--- config.mk ---
export PLATFORM = sky130hd
export DESIGN_NAME = regfile_wb_arbiter_flat
export DESIGN_NICKNAME = d
export VERILOG_FILES = /design/src/rtl/regfile_wb_arbiter_if.sv /design/src/rtl/regfile_wb_arbiter.sv /design/src/flat_wrapper.sv
export SDC_FILE = /design/constraint.sdc
export NUM_CORES = 1
export LEC_CHECK = 0
export ABC_AREA = 1
export CORE_MARGIN = 2
export CORE_UTILIZATION = 42
export CTS_BUF_LIST = sky130_fd_sc_hd__clkbuf_16
export DETAILED_ROUTE_END_ITERATION = 10
export PLACE_DENSITY = 0.84
export SLEW_MARGIN = 0
export SYNTH_ARGS = -nofsm -noshare
export SYNTH_HDL_FRONTEND = slang
export SYNTH_SLANG_ARGS = --single-unit
--- constraint.sdc ---
create_clock -name clk -period 1.65 [get_ports clk]
set_input_delay 0.4125 -clock clk [delete_from_list [all_inputs] [get_ports clk]]
set_output_delay 0.4125 -clock clk [all_outputs]
set_load 0.02 [all_outputs]
--- src/rtl/regfile_wb_arbiter_if.sv ---
// Writeback bus between the two requesters (A: ALU, B: load) and the
// register-file write port driven by the arbiter.
interface regfile_wb_arbiter_if #(
  parameter int DATA_W = 32,
  parameter int ADDR_W = 5,
  parameter int CNT_W  = 16
);
  logic              a_valid;
  logic              a_ready;
  logic [ADDR_W-1:0] a_addr;
  logic [DATA_W-1:0] a_data;
  logic              b_valid;
  logic              b_ready;
  logic [ADDR_W-1:0] b_addr;
  logic [DATA_W-1:0] b_data;
  logic              RegWrite;
  logic [ADDR_W-1:0] inC;
  logic [DATA_W-1:0] out;
  logic              b_boost;
  logic [CNT_W-1:0]  wr_count;

  modport slave (
    input  a_valid, a_addr, a_data, b_valid, b_addr, b_data,
    output a_ready, b_ready, RegWrite, inC, out, b_boost, wr_count
  );

  modport master (
    output a_valid, a_addr, a_data, b_valid, b_addr, b_data,
    input  a_ready, b_ready, RegWrite, inC, out, b_boost, wr_count
  );
endinterface

--- src/rtl/regfile_wb_arbiter.sv ---
// Two-requester writeback arbiter for the register file write port: fixed
// priority to A, with B boosted after MAX_WAIT denied cycles. Optional macro
// REGFILE_ZERO_GUARD_EN drops writes to register 0 after the handshake.
module regfile_wb_arbiter #(
  parameter int DATA_W   = 32,
  parameter int ADDR_W   = 5,
  parameter int MAX_WAIT = 4,
  parameter int CNT_W    = 16
) (
  input logic                 clk,
  input logic                 reset,
  regfile_wb_arbiter_if.slave bus
);
  localparam int WAIT_W = $clog2(MAX_WAIT + 1);

  logic [WAIT_W-1:0] wait_cnt;
  logic [WAIT_W-1:0] wait_next;
  logic              boost_q;
  logic              reg_write_q;
  logic [ADDR_W-1:0] inc_q;
  logic [DATA_W-1:0] out_q;
  logic [CNT_W-1:0]  wr_count_q;

  logic              a_rdy;
  logic              b_rdy;
  logic              a_xfer;
  logic              b_xfer;
  logic              commit;
  logic [ADDR_W-1:0] sel_addr;
  logic [DATA_W-1:0] sel_data;

  // Grants are mutually exclusive whenever both requesters are valid.
  always_comb begin
    a_rdy  = ~reset & ~(boost_q & bus.b_valid);
    b_rdy  = ~reset & (~bus.a_valid | boost_q);
    a_xfer = bus.a_valid & a_rdy;
    b_xfer = bus.b_valid & b_rdy;
    sel_addr = b_xfer ? bus.b_addr : bus.a_addr;
    sel_data = b_xfer ? bus.b_data : bus.a_data;
`ifdef REGFILE_ZERO_GUARD_EN
    commit = (a_xfer | b_xfer) & (sel_addr != '0);
`else
    commit = a_xfer | b_xfer;
`endif
  end

  always_comb begin
    wait_next = '0;
    if (bus.b_valid & ~b_rdy) begin
      if (wait_cnt == WAIT_W'(MAX_WAIT))
        wait_next = wait_cnt;
      else
        wait_next = wait_cnt + 1'b1;
    end
  end

  always_ff @(posedge clk) begin
    if (reset) begin
      reg_write_q <= 1'b0;
      inc_q       <= '0;
      out_q       <= '0;
      wait_cnt    <= '0;
      boost_q     <= 1'b0;
      wr_count_q  <= '0;
    end else begin
      reg_write_q <= commit;
      if (commit) begin
        inc_q      <= sel_addr;
        out_q      <= sel_data;
        wr_count_q <= wr_count_q + 1'b1;
      end
      wait_cnt <= wait_next;
      boost_q  <= (wait_next == WAIT_W'(MAX_WAIT));
    end
  end

  assign bus.a_ready  = a_rdy;
  assign bus.b_ready  = b_rdy;
  assign bus.RegWrite = reg_write_q;
  assign bus.inC      = inc_q;
  assign bus.out      = out_q;
  assign bus.b_boost  = boost_q;
  assign bus.wr_count = wr_count_q;
endmodule

--- src/flat_wrapper.sv ---
// flat-port wrapper written by rule: the top's interface ports become plain ports
module regfile_wb_arbiter_flat 
#(
  parameter int DATA_W   = 32,
  parameter int ADDR_W   = 5,
  parameter int MAX_WAIT = 4,
  parameter int CNT_W    = 16
)
  (clk, reset, bus_a_valid, bus_a_addr, bus_a_data, bus_b_valid, bus_b_addr, bus_b_data, bus_a_ready, bus_b_ready, bus_RegWrite, bus_inC, bus_out, bus_b_boost, bus_wr_count);
  regfile_wb_arbiter_if #(.DATA_W(DATA_W), .ADDR_W(ADDR_W), .CNT_W(CNT_W)) bus_i ();
  input logic clk;
  input logic reset;
  input wire logic [$bits(bus_i.a_valid)-1:0] bus_a_valid;
  input wire logic [$bits(bus_i.a_addr)-1:0] bus_a_addr;
  input wire logic [$bits(bus_i.a_data)-1:0] bus_a_data;
  input wire logic [$bits(bus_i.b_valid)-1:0] bus_b_valid;
  input wire logic [$bits(bus_i.b_addr)-1:0] bus_b_addr;
  input wire logic [$bits(bus_i.b_data)-1:0] bus_b_data;
  output wire logic [$bits(bus_i.a_ready)-1:0] bus_a_ready;
  output wire logic [$bits(bus_i.b_ready)-1:0] bus_b_ready;
  output wire logic [$bits(bus_i.RegWrite)-1:0] bus_RegWrite;
  output wire logic [$bits(bus_i.inC)-1:0] bus_inC;
  output wire logic [$bits(bus_i.out)-1:0] bus_out;
  output wire logic [$bits(bus_i.b_boost)-1:0] bus_b_boost;
  output wire logic [$bits(bus_i.wr_count)-1:0] bus_wr_count;
  assign bus_i.a_valid = bus_a_valid;
  assign bus_i.a_addr = bus_a_addr;
  assign bus_i.a_data = bus_a_data;
  assign bus_i.b_valid = bus_b_valid;
  assign bus_i.b_addr = bus_b_addr;
  assign bus_i.b_data = bus_b_data;
  assign bus_a_ready = bus_i.a_ready;
  assign bus_b_ready = bus_i.b_ready;
  assign bus_RegWrite = bus_i.RegWrite;
  assign bus_inC = bus_i.inC;
  assign bus_out = bus_i.out;
  assign bus_b_boost = bus_i.b_boost;
  assign bus_wr_count = bus_i.wr_count;
  regfile_wb_arbiter #(.DATA_W(DATA_W), .ADDR_W(ADDR_W), .MAX_WAIT(MAX_WAIT), .CNT_W(CNT_W)) u_core (.clk(clk), .reset(reset), .bus(bus_i));
endmodule
# After elaboration in Yosys (flattened, before gate mapping)
# Index checks and enable logic that the tools add are counted.
[word_totals] ff_bits=58 word_cells=26 out_inout_bits=57 input_bits=78
[classes] n_bitwise=12 mux=4 n_addsub=2 eq_ne=2
[ops] cell="two-way mux 32 bit" n=1
[ops] cell="adder 16 x 1 -> 16 bit (second input constant)" n=1
[ops] cell="AND 1 bit" n=6
[ops] cell="equality test 3 bit (second input constant)" n=2
[ops] cell="two-way mux 3 bit" n=2
[ops] cell="two-way mux 5 bit" n=1
[ops] cell="inverter 1 bit" n=4
[ops] cell="adder 3 x 1 -> 3 bit (second input constant)" n=1
[ops] cell="bitwise OR 1 bit" n=2

# Logic depth before layout (Yosys ltp)
# Gate-level depths: netlist of the first run.
[logic_depth] ltp_word=7 ltp_mapped=9 ltp_nobuf=9

# Least setup slack after synthesis of the first run
# Ideal clock, no wire load.
[synth_path] path_type="input port to output port" from="input reset" to="output bus_a_ready" slack_ns=-0.005 arrival_time_ns=1.243 path_stages=4 cell_sequence="buf_6 clkbuf_1 buf_2 a21oi_1"
[synth_between] elab_chain_cells=2
[synth_rtl] item="start, declared" line_no="flat_wrapper.sv:12" source="input logic reset;"
[synth_rtl] item="inverter 1 bit" line_no="regfile_wb_arbiter.sv:34" source="a_rdy = ~reset & ~(boost_q & bus.b_valid);"
[synth_rtl] item="AND 1 bit" line_no="regfile_wb_arbiter.sv:34"
[synth_rtl] item="end, declared" line_no="flat_wrapper.sv:19" source="output wire logic [$bits(bus_i.a_ready)-1:0] bus_a_ready;"
# Every way passes these cells.

# Worst setup path after layout of the first run
[layout_path] from="register u_core.reg_write_q (netlist: u_core.bus.RegWrite)" to="output bus_RegWrite"
[layout_rtl] item="start, declared" line_no="regfile_wb_arbiter.sv:19" source="logic reg_write_q;"
[layout_rtl] item="start signal, assigned" line_no="regfile_wb_arbiter.sv:66" source="reg_write_q <= commit;"
[layout_rtl] item="end, declared" line_no="flat_wrapper.sv:21" source="output wire logic [$bits(bus_i.RegWrite)-1:0] bus_RegWrite;"
# No word-level cell between the ends.

==> impl_metrics.json, run 1 <==
{
  "place_inst": 698,
  "nNetsFinal": 694,
  "hold_violations": 0,
  "synthDistinctLibCells": 28,
  "cts_made_buffers": 9,
  "syn2layout_area_growth_pct": 56.80,
  "critPathCaptureType": "output port",
  "die_area_mm2": 0.007879,
  "globalRouteOverflowTotal": 0,
  "grt_pass1_wl_mm": 13.54,
  "grt_max_degree": 39,
  "die_h_um": 88.77,
  "wl_per_cell_um": 12.22,
  "period_share": 0.9833,
  "grt_pass1_vias": 3160,
  "layout_min_cycle_time_ns": 1.622,
  "syn_area_mm2": 0.003018,
  "critPathRequiredTime_ns": 1.24,
  "path_delay_family": "buffers and inverters",
  "wl_mm": 8.728,
  "skew_ns": 0.003923,
  "fin_util": 0.6889,
  "p_leak_uw": 0.002458,
  "whs_ns": 0.4582,
  "numPortBuffers": 134,
  "rows": 30,
  "place_congestion": 0.8160,
  "coreArea_mm2": 0.006869,
  "max_slew_margin": 0.7349,
  "cp.buffers_inverters": 1,
  "clk_latency_ns": 0.32,
  "cts_root_buf": "clkbuf_16",
  "ant_nets": 0,
  "dr_total_vias": 3285,
  "synth_flop_cell": "dfxtp_1",
  "yosysWarnings": 0,
  "cp_max_fo": 1,
  "critPathSlowestCell": "clkdlybuf4s50_1",
  "max-vdd-ir-drop_v": 0.0006470,
  "synth_nets": 552,
  "synthCells": 471,
  "antenna_found_initial": 0,
  "cts.path.max_buffers": 2,
  "async_flop_share": 0,
  "worstPathCellList": "clkdlybuf4s50_1",
  "firstDrtPassIters": 4,
  "first_iter_violations": 102,
  "track_usage": 0.2222,
  "antennaDiodeCount": 0,
  "final_cells": 714,
  "status": "finished clean",
  "hpwl_mm": 6.378,
  "synth-edff-count": 0,
  "powerDensity_mw_per_mm2": 825.6,
  "tightest_slew_ns": 0.3977,
  "finalPower_uw": 3907,
  "cts_max_level": 3,
  "syn_area_per_cell_um2": 6.407,
  "seq_area_frac_synth": 0.3847,
  "drv_slew": 0,
  "maxCapViolations": 0,
  "initial_core_util": 0.4393,
  "place_area_mm2": 0.004491,
  "cp-start-kind": "register",
  "cp_slowest_stage_delay_ns": 0.59,
  "drc_errors": 0,
  "setup_viol": 0,
  "drive_gt1_frac": 0.07605,
  "clk_pin_slew_worst_paths_ns": 0.05,
  "final_area_mm2": 0.004732,
  "ios": 135,
  "grt_setup_unrepaired": "false",
  "vias_per_cell": 4.601,
  "cts_tree": "yes",
  "yosys_register_bits": 58,
  "hp-class": "reg2reg",
  "max_freq_mhz": 616.3,
  "crit_type": "reg2out",
  "clock-sinks": 58,
  "die_w_um": 88.77,
  "cp.arrival_ns": 1.21
}
-- layer usage --
layer  track usage  vias up  wire [um]
li1              -     1694          -
met1        0.2487     1456       3668
met2        0.3901      112       4057
met3       0.06716       23        786
met4       0.09366        0        216
met5             0        -          0
-- kinds of logic after synthesis --
| family | Yosys count | share of synthesized area |
|---|---|---|
| and+or+nand+nor | 233 | 0.3279 |
| buffers and inverters | 122 | 0.1795 |
| DFF | 58 | 0.3847 |
| AOI/OAI and AO/OA | 53 | 0.08956 |
| adders and majority gates | 3 | 0.01244 |
| xor gates and xnor gates | 2 | 0.005805 |
-- synth_stat cells (4+ instances only) --
cell / n / area, um2
clkbuf_1: 4 / 15.01
nand2_1: 147 / 551.8
buf_4: 4 / 30.03
inv_1: 98 / 367.9
nor2_1: 27 / 101.4
buf_2: 5 / 25.02
dfxtp_1: 58 / 1161
buf_6: 8 / 90.09
a21oi_1: 45 / 225.2
o21ai_0: 6 / 30.03
nand3_1: 44 / 220.2
-- power breakdown --
part	switching [uW]	leakage, uW	internal [uW]
combinational	341	0.00184	339
clock	590	0.000148	1130
sequential	32.5	0.000474	1470
total	963	0.00246	2940
-- placed cells by master, fill, tap and decap left out, drive strengths merged --
cell type	instances
nor3	4
bufinv	1
nand2	150
a21oi	45
clkdlybuf4s50	75
xnor2	1
o21a	1
nand3b	1
ha	3
inv	104
nor2	31
dlygate4sd2	55
o21bai	1
nand4	1
o21ai	6
dfxtp	58
and3	1
nor3b	1
dlymetal6s2s	1
nand3	44
buf	21
clkbuf	9
clkinv	3
xor2	1
-- worst min-delay path: cells and delay by family, from the launching register on --
kind / cells / cell delay, ns
simple gates: 1 / 0.06
flops: 1 / 0.30
compound gates: 1 / 0.05
-- through the flow --
stage,setup TNS [ns],setup WS [ns]
after floorplan,0,0.1173
after global placement,-13.18,-0.4073
after detailed placement,-16.62,-0.4434
after CTS,0,0.001625
after global routing,0,0.00007083
final,0,0.02752
-- worst paths after layout --
check                 startpoint                  to  slack (ns)  cells after the start
min reg2reg   u_core.bus.out[19]  u_core.bus.out[19]        0.46                      2
max          u_core.bus.RegWrite        bus_RegWrite        0.03                      1
min           u_core.bus.out[19]  u_core.bus.out[19]        0.46                      2
max reg2reg   u_core.bus.b_boost   u_core.bus.inC[0]        0.27                      9
-- flip-flops by register name, summed over array words and instances, names as in the netlist --
register and flops:
u_core.bus.RegWrite 1, u_core.bus.b_boost 1, u_core.bus.wr_count 16, u_core.wait_cnt 3, u_core.bus.inC 5, u_core.bus.out 32
-- what timing repair did --
action / 4_1_cts / 5_1_grt
pin swaps: 1 / 3
hold buffers: 0 / 0
gates resized for setup: 67 / 7
buffers inserted: 0 / 0
endpoints found under the setup margin: 80 / 34
-- layout make-up --
type	count	area, um2
Fill cell	611	2137
Timing Repair Buffer	152	1444
Multi-Input combinational cell	291	1346
Sequential cell	58	1161
Inverter	101	381.6
Clock buffer	9	225.2
Tap cell	96	120.1
Clock inverter	7	53.80
No activity file was read; power rests on OpenSTA's default activity.
==> run 2: changes to the inputs <==
- CORE_UTILIZATION: 42 -> 35
- PLACE_DENSITY: 0.84 -> 0.72
==> impl_metrics.json, run 2 (synthesized netlist as in run 1, its figures left out) <==
{
  "r2r_slack_ns": 0.26,
  "p_comb_frac": 0.153,
  "max_freq_mhz": 660.4,
  "rows": 33,
  "grt_pass1_vias": 3054,
  "period_share": 0.9178,
  "grt_setup_unrepaired": "false",
  "cp-start-kind": "input pin",
  "vias_per_cell": 4.451,
  "ff2ff_path_depth": 10,
  "switchingPower_uw": 969.5,
  "max_slew_margin": 0.7609,
  "skew_ns": 0.006009,
  "grt_pass1_wl_mm": 14.11,
  "dr_total_vias": 3240,
  "final_cells": 728,
  "wl_mm": 8.269,
  "setup_viol": 0,
  "highest_layer": "met4",
  "worst-path-stages": 5,
  "powerDensity_mw_per_mm2": 904.3,
  "place_inst": 711,
  "maxCapViolations": 0,
  "die_h_um": 96.86,
  "initial_core_util": 0.3636,
  "cts_max_level": 3,
  "largest_reg_flops": 32,
  "p_int_uw": 3418,
  "cts_tree": "yes",
  "grt_max_degree": 38,
  "track_usage": 0.1799,
  "critPathRequiredTime_ns": 1.24,
  "p_seq_frac": 0.342,
  "sw_frac_of_total": 0.2209,
  "nNetsFinal": 699,
  "syn2layout_area_growth_pct": 60.78,
  "mostFrequentLayoutCell": "nand2_1",
  "cp_slowest_stage_delay_ns": 0.25,
  "globalRouteOverflowTotal": 0,
  "coreArea_mm2": 0.008299,
  "worstPathCellList": "dlygate4sd2_1, nand2_2, nand2_4, inv_1, clkdlybuf4s15_2",
  "reg2reg_from": "u_core.bus.b_boost",
  "p_leak_uw": 0.002534,
  "drc_errors": 0,
  "cts.path.max_buffers": 2,
  "holdBufCountCts": 0,
  "clk_latency_ns": 0.32,
  "critPathLaunch": "bus_a_valid",
  "clock-sinks": 58,
  "dr_wl_met2_mm": 3.950,
  "ant_nets": 0,
  "layout_min_cycle_time_ns": 1.514,
  "status": "finished clean",
  "numPortBuffers": 134,
  "path_delay_family": "buffers and inverters",
  "wl_per_cell_um": 11.36,
  "setup_ws_ns": 0.1357,
  "cp.arrival_ns": 1.10,
  "clk_pin_slew_worst_paths_ns": 0.05,
  "fin_util": 0.5847,
  "critPathCaptureType": "output port",
  "whs_ns": 0.4571,
  "tightest_slew_ns": 0.3568,
  "antenna_found_initial": 0,
  "antennaDiodeCount": 0,
  "timing.rr.end": "u_core.bus.out[31]",
  "first_iter_violations": 96,
  "wl_met1_mm": 3.671,
  "die_w_um": 96.86,
  "firstDrtPassIters": 4,
  "cts_root_buf": "clkbuf_16",
  "drv_slew": 0,
  "ios": 135,
  "die_area_mm2": 0.009381,
  "place_ws_ns": -0.4518,
  "drive_gt1_frac": 0.08989,
  "mostFrequentLayoutCells": "nand2_1, inv_1, clkdlybuf4s50_1, dfxtp_1, dlygate4sd2_1",
  "hold_violations": 0,
  "wl_met3_um": 564,
  "critPathSlowestCell": "dlygate4sd2_1",
  "cts_made_buffers": 9,
  "crit_type": "in2out",
  "hpwl_mm": 6.174,
  "cp.buffers_inverters": 3,
  "max-vdd-ir-drop_v": 0.0005445,
  "place_congestion": 0.8577,
  "cp_max_fo": 2,
  "critical_path.endpoint": "bus_b_ready",
  "hp-class": "reg2reg",
  "power.share.clock": 0.505
}
==> run 2: through the flow <==
step	power, uW	area [um2]	setup TNS [ns]
final	4388	4852	0
after global routing	4583	4852	0
after CTS	4444	4815	0
after detailed placement	2252	4519	-15.20
after global placement	2242	4519	-13.83
after floorplan	1868	3022	0
==> run 2: worst min path at each step <==
stage	start	endpoint	slack, ns	cells after the start
CTS	u_core.bus.inC[2]	u_core.bus.inC[2]	0.46	2
detailed placement	u_core.bus.inC[2]	u_core.bus.inC[2]	0.45	2
global route	u_core.bus.inC[1]	u_core.bus.inC[1]	0.48	2
global placement	u_core.bus.out[15]	u_core.bus.out[15]	0.45	2
floorplan	u_core.bus.wr_count[2]	u_core.bus.wr_count[2]	0.54	2
finish	u_core.bus.inC[2]	u_core.bus.inC[2]	0.46	2
==> run 2: timing repair <==
action                                 CTS  global route
gates cloned                             0             0
pin swaps                                0             1
endpoints found under the hold margin    0             0
setup endpoints to repair               59            19
gates resized for setup                 65             8
setup buffers                            0             1
==> run 2: tightest hold or removal path: stages (launching register included) <==
cell     delay, ns
dfxtp_1       0.30
nand2_1       0.05
a21oi_1       0.05
==> run 2: layer usage <==
| metal | up-vias | GRT usage |
|---|---|---|
| li1 | 1705 | - |
| met1 | 1421 | 0.2129 |
| met2 | 103 | 0.3146 |
| met3 | 11 | 0.05491 |
| met4 | 0 | 0.04984 |
| met5 | - | 0 |
==> run 2: cell type report <==
| cell class | instances | area (um2) |
|---|---|---|
| multi-input combinational | 291 | 1346 |
| clock inverter | 7 | 132.6 |
| clock buffer | 9 | 225.2 |
| tap | 105 | 131.4 |
| inverter | 101 | 381.6 |
| timing repair buffer | 157 | 1474 |
| fill | 805 | 3447 |
| sequential | 58 | 1161 |
==> run 2: power groups by stage <==
stage | Clock [uW] | Sequential [uW] | Combinational (uW)
floorplan | 0 | 1610 | 258
global placement | 0 | 1530 | 713
detailed placement | 0 | 1530 | 720
CTS | 2260 | 1500 | 682
global route | 2330 | 1510 | 742
finish | 2220 | 1500 | 672
